==> config.mk <==
export PLATFORM = sky130hd
export DESIGN_NAME = dmem_arbiter
export DESIGN_NICKNAME = d
export VERILOG_FILES = /design/src/rtl/dmem_arb_pkg.sv /design/src/rtl/dmem_arb_resp.sv /design/src/rtl/dmem_arbiter.sv
export SDC_FILE = /design/constraint.sdc
export NUM_CORES = 1
export LEC_CHECK = 0
export CORE_ASPECT_RATIO = 1.1
export CORE_MARGIN = 2
export CORE_UTILIZATION = 25
export DETAILED_ROUTE_END_ITERATION = 6
export GPL_TIMING_DRIVEN = 0
export PLACE_DENSITY = 0.75
export SKIP_CTS_REPAIR_TIMING = 1
export SYNTH_ARGS = -nofsm -noshare
export SYNTH_HDL_FRONTEND = slang
export SYNTH_HIERARCHICAL = 1
export SYNTH_SLANG_ARGS = --single-unit
==> constraint.sdc <==
create_clock -name i_clk -period 5.05 [get_ports i_clk]
set_input_delay 1.515 -clock i_clk [delete_from_list [all_inputs] [get_ports i_clk]]
set_output_delay 1.515 -clock i_clk [all_outputs]
set_load 0.02 [all_outputs]
==> src/rtl/dmem_arb_pkg.sv <==
// Shared types and constants for the data-memory arbiter.
package dmem_arb_pkg;

    typedef enum logic [1:0] {
        PRIO0  = 2'd0,
        FORCE1 = 2'd1,
        LOCK1  = 2'd2
    } arb_state_t;

    typedef struct packed {
        logic [31:0] addr;
        logic [31:0] wdata;
        logic [3:0]  bmask;
        logic        we;
        logic        u;
    } mem_req_t;

    localparam logic [3:0]  BMASK_B      = 4'b0001;
    localparam logic [3:0]  BMASK_H      = 4'b0011;
    localparam logic [3:0]  BMASK_W      = 4'b1111;
    localparam logic [31:0] MEM_TOP_ADDR = 32'h7FF;

endpackage

==> src/rtl/dmem_arb_resp.sv <==
// One-cycle response register: acknowledges every grant, returns load data or 0 for stores.
module dmem_arb_resp (
    input  logic        i_clk,
    input  logic        i_reset,
    input  logic        i_gnt,
    input  logic        i_we,
    input  logic [31:0] i_mem_rdata,
    output logic        o_rvalid,
    output logic [31:0] o_rdata
);

    // NOTE: sequential state uses non-blocking assignments so every flop samples pre-edge values.
    always_ff @(posedge i_clk or negedge i_reset) begin
        if (!i_reset) begin
            o_rvalid <= 1'b0;
            o_rdata  <= '0;
        end else begin
            o_rvalid <= i_gnt;
            o_rdata  <= (i_gnt && !i_we) ? i_mem_rdata : '0;
        end
    end

endmodule

==> src/rtl/dmem_arbiter.sv <==
// Two-port arbiter for the single-port data memory: port 0 (core) by default,
// with a starvation guard and a bus-lock mode for port 1 (loader).
module dmem_arbiter
    import dmem_arb_pkg::*;
#(
    parameter int MAX_WAIT = 4,
    parameter int CNT_W    = 4
) (
    input  logic        i_clk,
    input  logic        i_reset,
    input  logic        i_m0_req,
    input  logic [31:0] i_m0_addr,
    input  logic [31:0] i_m0_wdata,
    input  logic [3:0]  i_m0_bmask,
    input  logic        i_m0_we,
    input  logic        i_m0_u,
    input  logic        i_m1_req,
    input  logic [31:0] i_m1_addr,
    input  logic [31:0] i_m1_wdata,
    input  logic [3:0]  i_m1_bmask,
    input  logic        i_m1_we,
    input  logic        i_m1_u,
    input  logic        i_m1_lock,
    output logic        o_m0_gnt,
    output logic        o_m0_rvalid,
    output logic [31:0] o_m0_rdata,
    output logic        o_m1_gnt,
    output logic        o_m1_rvalid,
    output logic [31:0] o_m1_rdata,
    output logic [31:0] o_mem_addr,
    output logic [31:0] o_mem_wdata,
    output logic [3:0]  o_mem_bmask,
    output logic        o_mem_wren,
    output logic        o_mem_u,
    input  logic [31:0] i_mem_rdata
);

    localparam logic [CNT_W-1:0] WAIT_LAST = CNT_W'(MAX_WAIT - 1);
    localparam logic [CNT_W-1:0] WAIT_MAX  = CNT_W'(MAX_WAIT);

    arb_state_t       state;
    logic [CNT_W-1:0] wait_cnt;
    mem_req_t         req0;
    mem_req_t         req1;
    mem_req_t         mem_req;
    logic             gnt0;
    logic             gnt1;
    logic             m1_denied;

    assign req0 = {i_m0_addr, i_m0_wdata, i_m0_bmask, i_m0_we, i_m0_u};
    assign req1 = {i_m1_addr, i_m1_wdata, i_m1_bmask, i_m1_we, i_m1_u};

    // Grants and memory lines are gated by i_reset so they sit at reset values while it is held.
    // NOTE: every combinational output gets a default first, so no latch can be inferred.
    always_comb begin
        gnt0 = 1'b0;
        gnt1 = 1'b0;
        if (i_reset) begin
            case (state)
                PRIO0: begin
                    gnt0 = i_m0_req;
                    gnt1 = i_m1_req && !i_m0_req;
                end
                FORCE1: begin
                    gnt1 = i_m1_req;
                    gnt0 = i_m0_req && !i_m1_req;
                end
                LOCK1:   gnt1 = i_m1_req;
                default: ;
            endcase
        end
    end

    always_comb begin
        mem_req = '0;
        if (i_reset) begin
            mem_req = gnt1 ? req1 : req0;
            if (!gnt0 && !gnt1) begin
                mem_req.we    = 1'b0;
                mem_req.bmask = '0;
            end
        end
    end

    assign m1_denied = i_m1_req && !gnt1;

    always_ff @(posedge i_clk or negedge i_reset) begin
        if (!i_reset) begin
            state    <= PRIO0;
            wait_cnt <= '0;
        end else begin
            if (gnt1 || !i_m1_req)
                wait_cnt <= '0;
            else if (wait_cnt != WAIT_MAX)
                wait_cnt <= wait_cnt + 1'b1;

            if (gnt1 && i_m1_lock) begin
                state <= LOCK1;
            end else begin
                case (state)
                    PRIO0:   if (m1_denied && wait_cnt == WAIT_LAST) state <= FORCE1;
                    FORCE1:  if (gnt1) state <= PRIO0;
                    LOCK1:   if (!i_m1_lock && (gnt1 || !i_m1_req)) state <= PRIO0;
                    default: state <= PRIO0;
                endcase
            end
        end
    end

    assign o_m0_gnt    = gnt0;
    assign o_m1_gnt    = gnt1;
    assign o_mem_addr  = mem_req.addr;
    assign o_mem_wdata = mem_req.wdata;
    assign o_mem_bmask = mem_req.bmask;
    assign o_mem_wren  = mem_req.we;
    assign o_mem_u     = mem_req.u;

    dmem_arb_resp u_resp0 (
        .i_clk       (i_clk),
        .i_reset     (i_reset),
        .i_gnt       (gnt0),
        .i_we        (i_m0_we),
        .i_mem_rdata (i_mem_rdata),
        .o_rvalid    (o_m0_rvalid),
        .o_rdata     (o_m0_rdata)
    );

    dmem_arb_resp u_resp1 (
        .i_clk       (i_clk),
        .i_reset     (i_reset),
        .i_gnt       (gnt1),
        .i_we        (i_m1_we),
        .i_mem_rdata (i_mem_rdata),
        .o_rvalid    (o_m1_rvalid),
        .o_rdata     (o_m1_rdata)
    );

endmodule
# Word-level counts from Yosys, hierarchy flattened
# Index checks and enable logic that the tools add are counted.
# W data, S select, Z words.
# totals
wordCells	51
ff_bits	72
inputBits	177
out_inout_bits	138
# op_classes
add_sub_neg	1
n_reduce_logical	21
eq_ne	7
n_mux	16
# ops
cell	n
$mux W70	2
$mux W32	2
$logic_and A1 B1 Y1	9
$ne A3 B3 Y1 const B	3
$mux W2	4
$mux W4	2
$logic_not A1 Y1	7
$pmux W2 S3	1
$mux W5	1
$add A4 B1 Y4 const B	1
$eq A4 B2 Y1 const B	1
$ne A4 B3 Y1 const B	1
$pmux W1 S2	2
$reduce_and A3 Y1	1
$eq A2 B1 Y1 const B	1
$eq A2 B2 Y1 const B	1
$logic_not A2 Y1	1
$mux W1	2
$reduce_bool A2 Y1	1
$reduce_or A2 Y1	1
$logic_or A1 B1 Y1	1

# Logic depth before layout (Yosys ltp)
# Gate-level depths: netlist (run 1).
# logic_depth
depth_word	10
ltp_mapped	9

# By module
# Netlist (run 1), hierarchy kept.
# by_module_without_submodules
mod	cells_each	seq_area_each_um2	area_per_inst_um2	n_inst
dmem_arb_resp	71	825.8	1183.6	2
dmem_arbiter	272	150.1	1601.5	1

# Worst setup path before layout (run 1)
# No wires, ideal clock.
# synth_path
path_kind	input to output
startpoint	input i_m0_req
endpoint	output o_mem_addr[19]
n_path_buf	1
slack_ns	0.947
path_stages	6
t_arrival_ns	2.588
path_cell_list	nor2b_2 -> o2111ai_4 -> inv_2 -> buf_2 -> nand2_1 -> a21boi_1
# synth_via
elab_chain_len	6
# synth_lines
element	line_no	rtl
from (decl)	dmem_arbiter.sv:11	input logic i_m0_req,
$logic_not A1 Y1	dmem_arbiter.sv:62	gnt1 = i_m1_req && !i_m0_req;
$logic_and A1 B1 Y1	dmem_arbiter.sv:62	
$pmux W1 S2	dmem_arbiter.sv:59	case (state)
$mux W1	dmem_arbiter.sv:58	if (i_reset) begin
via o_m1_gnt	dmem_arbiter.sv:27	output logic o_m1_gnt,
$mux W70	dmem_arbiter.sv:77	mem_req = gnt1 ? req1 : req0;
$mux W70	dmem_arbiter.sv:76	if (i_reset) begin
to (decl)	dmem_arbiter.sv:30	output logic [31:0] o_mem_addr,
# The timed path passes the listed nets, and every way through them passes these cells.

# Worst setup path in the final report (run 1)
# layout_path
startpoint	input i_m1_req
endpoint	output o_m1_gnt
# layout_via
elab_chain_len	3
# layout_lines
element	line_no	rtl
from (decl)	dmem_arbiter.sv:17	input logic i_m1_req,
$logic_and A1 B1 Y1	dmem_arbiter.sv:62	
$pmux W1 S2 (*)	dmem_arbiter.sv:59	
$mux W1 (*)	dmem_arbiter.sv:58	
to (decl)	dmem_arbiter.sv:27	
# Every way passes the cells marked *; elsewhere a longest branch is shown, timed or not.

==> metrics.txt, run 1 <==
number of global-route vias before repair=4092; crit-path max FO=16; top cells by area, synth=dfrtp_1 45%, and3b_2 16%, nand2_1 13%, a21boi_1 12%, buf_4 2.5%; P_int=1.48 mW; GRT Util Overall=18.2%; P_leak=4.52 nW; Arrival @ worst endpoint=3.42 ns; CTS sink cnt=72; switch share=32.3%; final period utilization=97.7%; Mapped Nets=597; P&R area growth vs syn=99.7%; largest family of logic cells by synthesized area=simple AND/OR/NAND/NOR gates; Die X=124 microns; Congestion Overflow GR=0; Crit path required time=3.54 ns; pwr/cell area=277 nW/um^2; Startpoint Class=primary input; Core Region=15600 sq um; Relative slew margins=72.4%; combinational share of power=41.1%; largest net degree at the start of global routing=61; post-synthesis adder-cell area fraction=1.89%; setup TNS=0 ns; area share of the largest cell type after synthesis=45.4%; Cells after DPL=929; die area=16900 sq um; initial DRC count=160; CTS HTree Levels=3; Sequential Power Share=29.1%; Fill cells=1443; XOR/XNOR share of the synthesized area=0.221%; critical path class=in -> out; number of max-cap violations=0; count of different cell masters after synthesis=27; Slew Limit Fails=0; via count=4213; Root Driver=clkbuf_16; synth warn=6; worst-margin pin slew=0.413 ns; design area=7930 sq um; top_reg_cell synth=dfrtp_1; Core Rows=48; TritonCTS clock tree=done; Worst Reg-to-Reg Cells=8; layout cell share with drive strength beyond 1=16.0%; Port-buffer cells=314; Finish-stage setup viols=0; mux cell area share after synthesis=0.252%; Antenna Nets Post-Route=0; Clk network pwr share=29.8%; CP Cell Sequence=clkdlybuf4s50_1, o2111ai_4, inv_2, clkbuf_4, clkdlybuf4s50_1; chip height=136 microns; Achievable Freq=203 MHz; Pre-Repair DR Iteration Count=4; CP most frequent cell=clkdlybuf4s50_1; instance count of the mapped netlist=414; Vias/cell=4.44; placer congestion estimate=0.846; Synth Cell Area=3970 sq um; DR WL/cell=17.4 microns; setup ws final=0.114 ns; top-count cell post-synth=nand2_1; EDFF count, synth=0; placed inst area=7390 sq um; clock slew at reported path FFs=0.05 ns; Num CTS Buffers=9; slowest stage cell, crit path=clkdlybuf4s50_1; Synth Area in Compound Gates=15.4%; Nets=926; worst hold path class=reg -> reg; worst-skew pair later-pin latency=0.32 ns; Worst setup EP type=primary output; final WL=16.5 mm; RSZ-0062 raised after global routing=false; FF+latch count, synth=72; slowest stage delay, CP=0.67 ns; hold path depth=2; fin cells=948; Setup WS pre-CTS=-0.512 ns; area fraction in and, or, nand and nor cells after synthesis=30.9%; Async SR Flop Fraction=100%; n_diodes=0; I/O Pins=315; Final Util=50.8%; top cells by count, synth=134 x nand2_1, 72 x dfrtp_1, 66 x a21boi_1; first-pass GRT wire length=22.9 mm; VDD IR max=165 uV; final hold violations=0; drt drc=0; status=completed; clk buf depth=2; initial core utilization=25.4%; initial antenna violation count=0; detailed-placement wirelength estimate=13.1 mm; Mean Syn Cell Area=9.59 sq um; Sw Pwr=0.707 mW; post-synthesis sequential area ratio=45.4%; minimum clock period=4.94 ns; final setup skew=0.00486 ns; largest area contributor in the netlist=dfrtp_1
## logic make-up after synthesis
group / Yosys count
simple gates: 214
compound gates: 79
flops: 72
buf+inv: 41
fa+ha+maj: 6
xor+xnor: 1
mux: 1
## cell type report
type,instances,area (sq um),share of cell area [%]
Clock inverter,3,47.5,0.600
Sequential cell,72,1800,22.7
Multi-Input combinational cell,301,1940,24.5
Timing Repair Buffer,319,3370,42.6
Tap cell,200,250,3.16
Buffer,33,214,2.70
Inverter,7,26.3,0.332
Clock buffer,13,270,3.41
## sequential cells by signal, summed over array words and instances (netlist names)
signal	count
u_resp1/o_rvalid	1
wait_cnt	4
u_resp0/o_rvalid	1
u_resp0/o_rdata	32
u_resp1/o_rdata	32
state	2
## cell usage in the layout (no fill, tap or decap), types with 2 or more instances in the layout
| cell | instances |
|---|---|
| buf_4 | 15 |
| nor3_1 | 2 |
| nand2_1 | 134 |
| clkbuf_1 | 8 |
| nor2_1 | 6 |
| ha_1 | 6 |
| clkbuf_16 | 10 |
| a21oi_1 | 3 |
| clkbuf_2 | 7 |
| buf_2 | 6 |
| and3b_2 | 64 |
| nand3_1 | 3 |
| clkbuf_8 | 3 |
| a21boi_1 | 66 |
| clkdlybuf4s50_1 | 243 |
| a22o_1 | 5 |
| dfrtp_1 | 72 |
| dlymetal6s2s_1 | 66 |
| buf_6 | 4 |
| inv_1 | 6 |
## worst paths after layout
check | from | end | slack (ns)
setup / recovery | i_m1_req | o_m1_gnt | 0.11
hold / removal | wait_cnt[3] | wait_cnt[3] | 0.59
setup reg to reg | state[1] | u_resp1/o_rdata[27] | 2.99
hold reg to reg | wait_cnt[3] | wait_cnt[3] | 0.59
max in group asynchronous | i_reset | u_resp1/o_rdata[3] | 3.49
min in group asynchronous | i_reset | u_resp0/o_rdata[6] | 1.07
## power groups by stage
stage / Combinational, mW / Sequential (mW) / Clock [mW]
after floorplan: 0.396 / 0.684 / 0
after global placement: 0.896 / 0.646 / 0
after CTS: 0.908 / 0.638 / 0.669
final: 0.901 / 0.638 / 0.652
after global routing: 0.969 / 0.642 / 0.691
after detailed placement: 0.905 / 0.647 / 0
## metrics by stage
| step | total power [mW] | hold WS [ns] |
|---|---|---|
| floorplan | 1.08 | 0.533 |
| detailed placement | 1.55 | 0.585 |
| global placement | 1.54 | 0.563 |
| CTS | 2.21 | 0.595 |
| finish | 2.19 | 0.594 |
| global route | 2.30 | 0.649 |
## worst max-delay path: cells and delay by family
kind	cells	cell delay, ns
buffers and inverters	4	1.68
AO/OA/AOI/OAI	1	0.22
## metal layers
layer / up-vias / wire, microns / global-route usage [%]
met5: - / 0 / 0
met4: 0 / 497 / 6.93
li1: 2034 / - / -
met2: 225 / 7990 / 30.2
met3: 23 / 1850 / 5.87
met1: 1931 / 6130 / 21.8
No activity file was read; power rests on OpenSTA's default activity.
==> run 2: changes to the inputs <==
- CORE_AREA: not set -> 2 2 122 124
- CORE_ASPECT_RATIO: 1.1 -> not set
- CORE_MARGIN: 2 -> not set
- CORE_UTILIZATION: 25 -> not set
- DIE_AREA: not set -> 0 0 124 126
- PLACE_DENSITY: 0.75 -> 0.71
==> run 2 against run 1 <==
Compared with the run above: largest cell class unchanged; clock power fell by 13%; routed wire length fell by 6.2%; sequential share of layout area rose by 0.27 points; design area fell by 1.2%; final cell count fell by 2.0%; register-to-register slack improved by 0.06 ns; highest routed layer unchanged; count of clock-buffer cells in the layout fell by 3.
==> metrics.txt, run 2 (synthesis gave the netlist of run 1 again) <==
Antenna Nets Post-Route=0 (unchanged); worst-skew pair later-pin latency=0.32 ns (about the same); final WL=15.4 mm (was 16.5 mm); Startpoint Class=primary input (unchanged); Clk network pwr share=27.3% (was 29.8%); CTS HTree Levels=3 (unchanged); status=completed (unchanged); number of global-route vias before repair=4415 (was 4092); pwr/cell area=267 nW/um^2 (was 277 nW/um^2); setup TNS=0 ns (unchanged); final setup skew=0.00743 ns (was 0.00486 ns); Congestion Overflow GR=0 (unchanged); final period utilization=98.1% (was 97.7%); Num CTS Buffers=9 (unchanged); switch share=33.5% (was 32.3%); first-pass GRT wire length=22.8 mm (was 22.9 mm); clock slew at reported path FFs=0.05 ns (about the same); worst-margin pin slew=0.450 ns (was 0.413 ns); Root Driver=clkbuf_16 (unchanged); Slew Limit Fails=0 (unchanged); via count=4218 (was 4213); initial antenna violation count=0 (unchanged); layout cell share with drive strength beyond 1=14.9% (was 16.0%); P_int=1.39 mW (was 1.48 mW); minimum clock period=4.96 ns (was 4.94 ns); Fill cells=1240 (was 1443); Finish-stage setup viols=0 (unchanged); n_diodes=0 (unchanged); critical path class=in -> out (unchanged); number of max-cap violations=0 (unchanged); detailed-placement wirelength estimate=12.2 mm (was 13.1 mm); placer congestion estimate=0.889 (was 0.846); Largest regs=u_resp0/o_rdata: 32 flops, u_resp1/o_rdata: 32 flops, wait_cnt: 4 flops (unchanged); Relative slew margins=69.9% (was 72.4%); clk buf depth=2 (unchanged); Reg-to-Reg Start=state[1] (unchanged); total power=2.09 mW (was 2.19 mW); Final Util=54.7% (was 50.8%); Sw Pwr=0.700 mW (was 0.707 mW); most frequent cells in the layout=242 x clkdlybuf4s50_1, 134 x nand2_1, 72 x dfrtp_1, 70 x dlymetal6s2s_1, 66 x a21boi_1 (was 243 x clkdlybuf4s50_1, 134 x nand2_1, 72 x dfrtp_1, 66 x a21boi_1, 66 x dlymetal6s2s_1); I/O Pins=315 (unchanged); RR Endpoint=u_resp1/o_rdata[11] (was u_resp1/o_rdata[27]); initial core utilization=27.7% (was 25.4%); commonest non-fill, non-tap cell in the layout=clkdlybuf4s50_1 (unchanged); TritonCTS clock tree=done (unchanged); Arrival @ worst endpoint=3.44 ns (was 3.42 ns); die area=15600 sq um (was 16900 sq um); crit path capture=o_mem_addr[22] (was o_m1_gnt); combinational share of power=42.2% (was 41.1%); P_leak=4.52 nW (about the same); crit path launch=i_m0_req (was i_m1_req); register area=1800 sq um (unchanged); drt drc=0 (unchanged); Reg2Reg Setup Slack=3.05 ns (was 2.99 ns); DR WL/cell=16.6 microns (was 17.4 microns); GRT Util Overall=18.9% (was 18.2%); largest net degree at the start of global routing=77 (was 61); design area=7830 sq um (was 7930 sq um); area of the multi-input gates=1940 sq um (about the same); Core Rows=44 (was 48); Sequential Power Share=30.5% (was 29.1%); Achievable Freq=202 MHz (was 203 MHz); crit-path max FO=10 (was 16); Vias/cell=4.54 (was 4.44); Die X=124 microns (about the same); Pre-Repair DR Iteration Count=4 (unchanged); initial DRC count=201 (was 160); Worst setup EP type=primary output (unchanged); Port-buffer cells=314 (unchanged); WHS=0.603 ns (was 0.594 ns); Crit path required time=3.54 ns (about the same); P&R area growth vs syn=97.4% (was 99.7%); CTS sink cnt=72 (unchanged); worst hold path class=reg -> reg (unchanged); final hold violations=0 (unchanged); Core Region=14300 sq um (was 15600 sq um); Worst Reg-to-Reg Cells=8 (unchanged); Nets=923 (was 926); VDD IR max=162 uV (was 165 uV); placed inst area=7340 sq um (was 7390 sq um); chip height=126 microns (was 136 microns)
-- run 2: cell types whose count changed in the layout (fill, tap and decap cells not counted), sizes merged --
| cell | change |
|---|---|
| buf | -1 |
| dlymetal6s2s | +4 |
| clkdlybuf4s50 | -1 |
| clkbuf | -8 |
| clkinvlp | +1 |
| bufinv | -1 |
| clkinv | +3 |
-- run 2: worst min-delay path by stage --
stage	cells after the start	to	startpoint
after floorplan	2	wait_cnt[3]	wait_cnt[3]
after global placement	2	wait_cnt[1]	wait_cnt[1]
after detailed placement	1	state[1]	state[1]
after CTS	2	wait_cnt[3]	wait_cnt[3]
after global routing	2	wait_cnt[1]	wait_cnt[1]
final	2	wait_cnt[1]	wait_cnt[1]
-- run 2: worst max-delay path: stages --
cell and delay, ns:
clkdlybuf4s50_1 0.51, nor2b_2 0.07, o2111ai_4 0.30, buf_12 0.15, buf_6 0.13, buf_6 0.16, nand2_1 0.06, a21boi_1 0.23
dlymetal6s2s_1 0.30
-- run 2: layout make-up --
class / instances / area share (%)
Timing Repair Buffer: 315 / 42.7
Clock buffer: 10 / 2.92
Multi-Input combinational cell: 301 / 24.8
Inverter: 7 / 0.335
Tap cell: 184 / 2.94
Sequential cell: 72 / 23.0
Buffer: 34 / 2.81
Clock inverter: 6 / 0.559
-- run 2: metal layers --
| metal | up-vias | wire length, microns | GRT usage, % |
|---|---|---|---|
| li1 | 2029 | - | - |
| met1 | 2006 | 5970 | 21.7 |
| met2 | 175 | 8150 | 34.8 |
| met3 | 8 | 1190 | 5.21 |
| met4 | 0 | 139 | 3.44 |
| met5 | - | 0 | 0 |
-- run 2: through the flow --
stage          std cells  setup WS, ns
6_report             929        0.0945
5_1_grt              929      -0.00982
4_1_cts              928        -0.660
3_5_place_dp         912        -0.643
3_3_place_gp         912         -3.12
2_1_floorplan        414         0.947
-- run 2: power groups by stage --
| stage | Combinational (mW) | Clock (mW) | Sequential [mW] |
|---|---|---|---|
| finish | 0.881 | 0.570 | 0.638 |
| global route | 0.951 | 0.621 | 0.642 |
| CTS | 0.889 | 0.589 | 0.638 |
| detailed placement | 0.885 | 0 | 0.648 |
| global placement | 0.867 | 0 | 0.646 |
| floorplan | 0.396 | 0 | 0.684 |
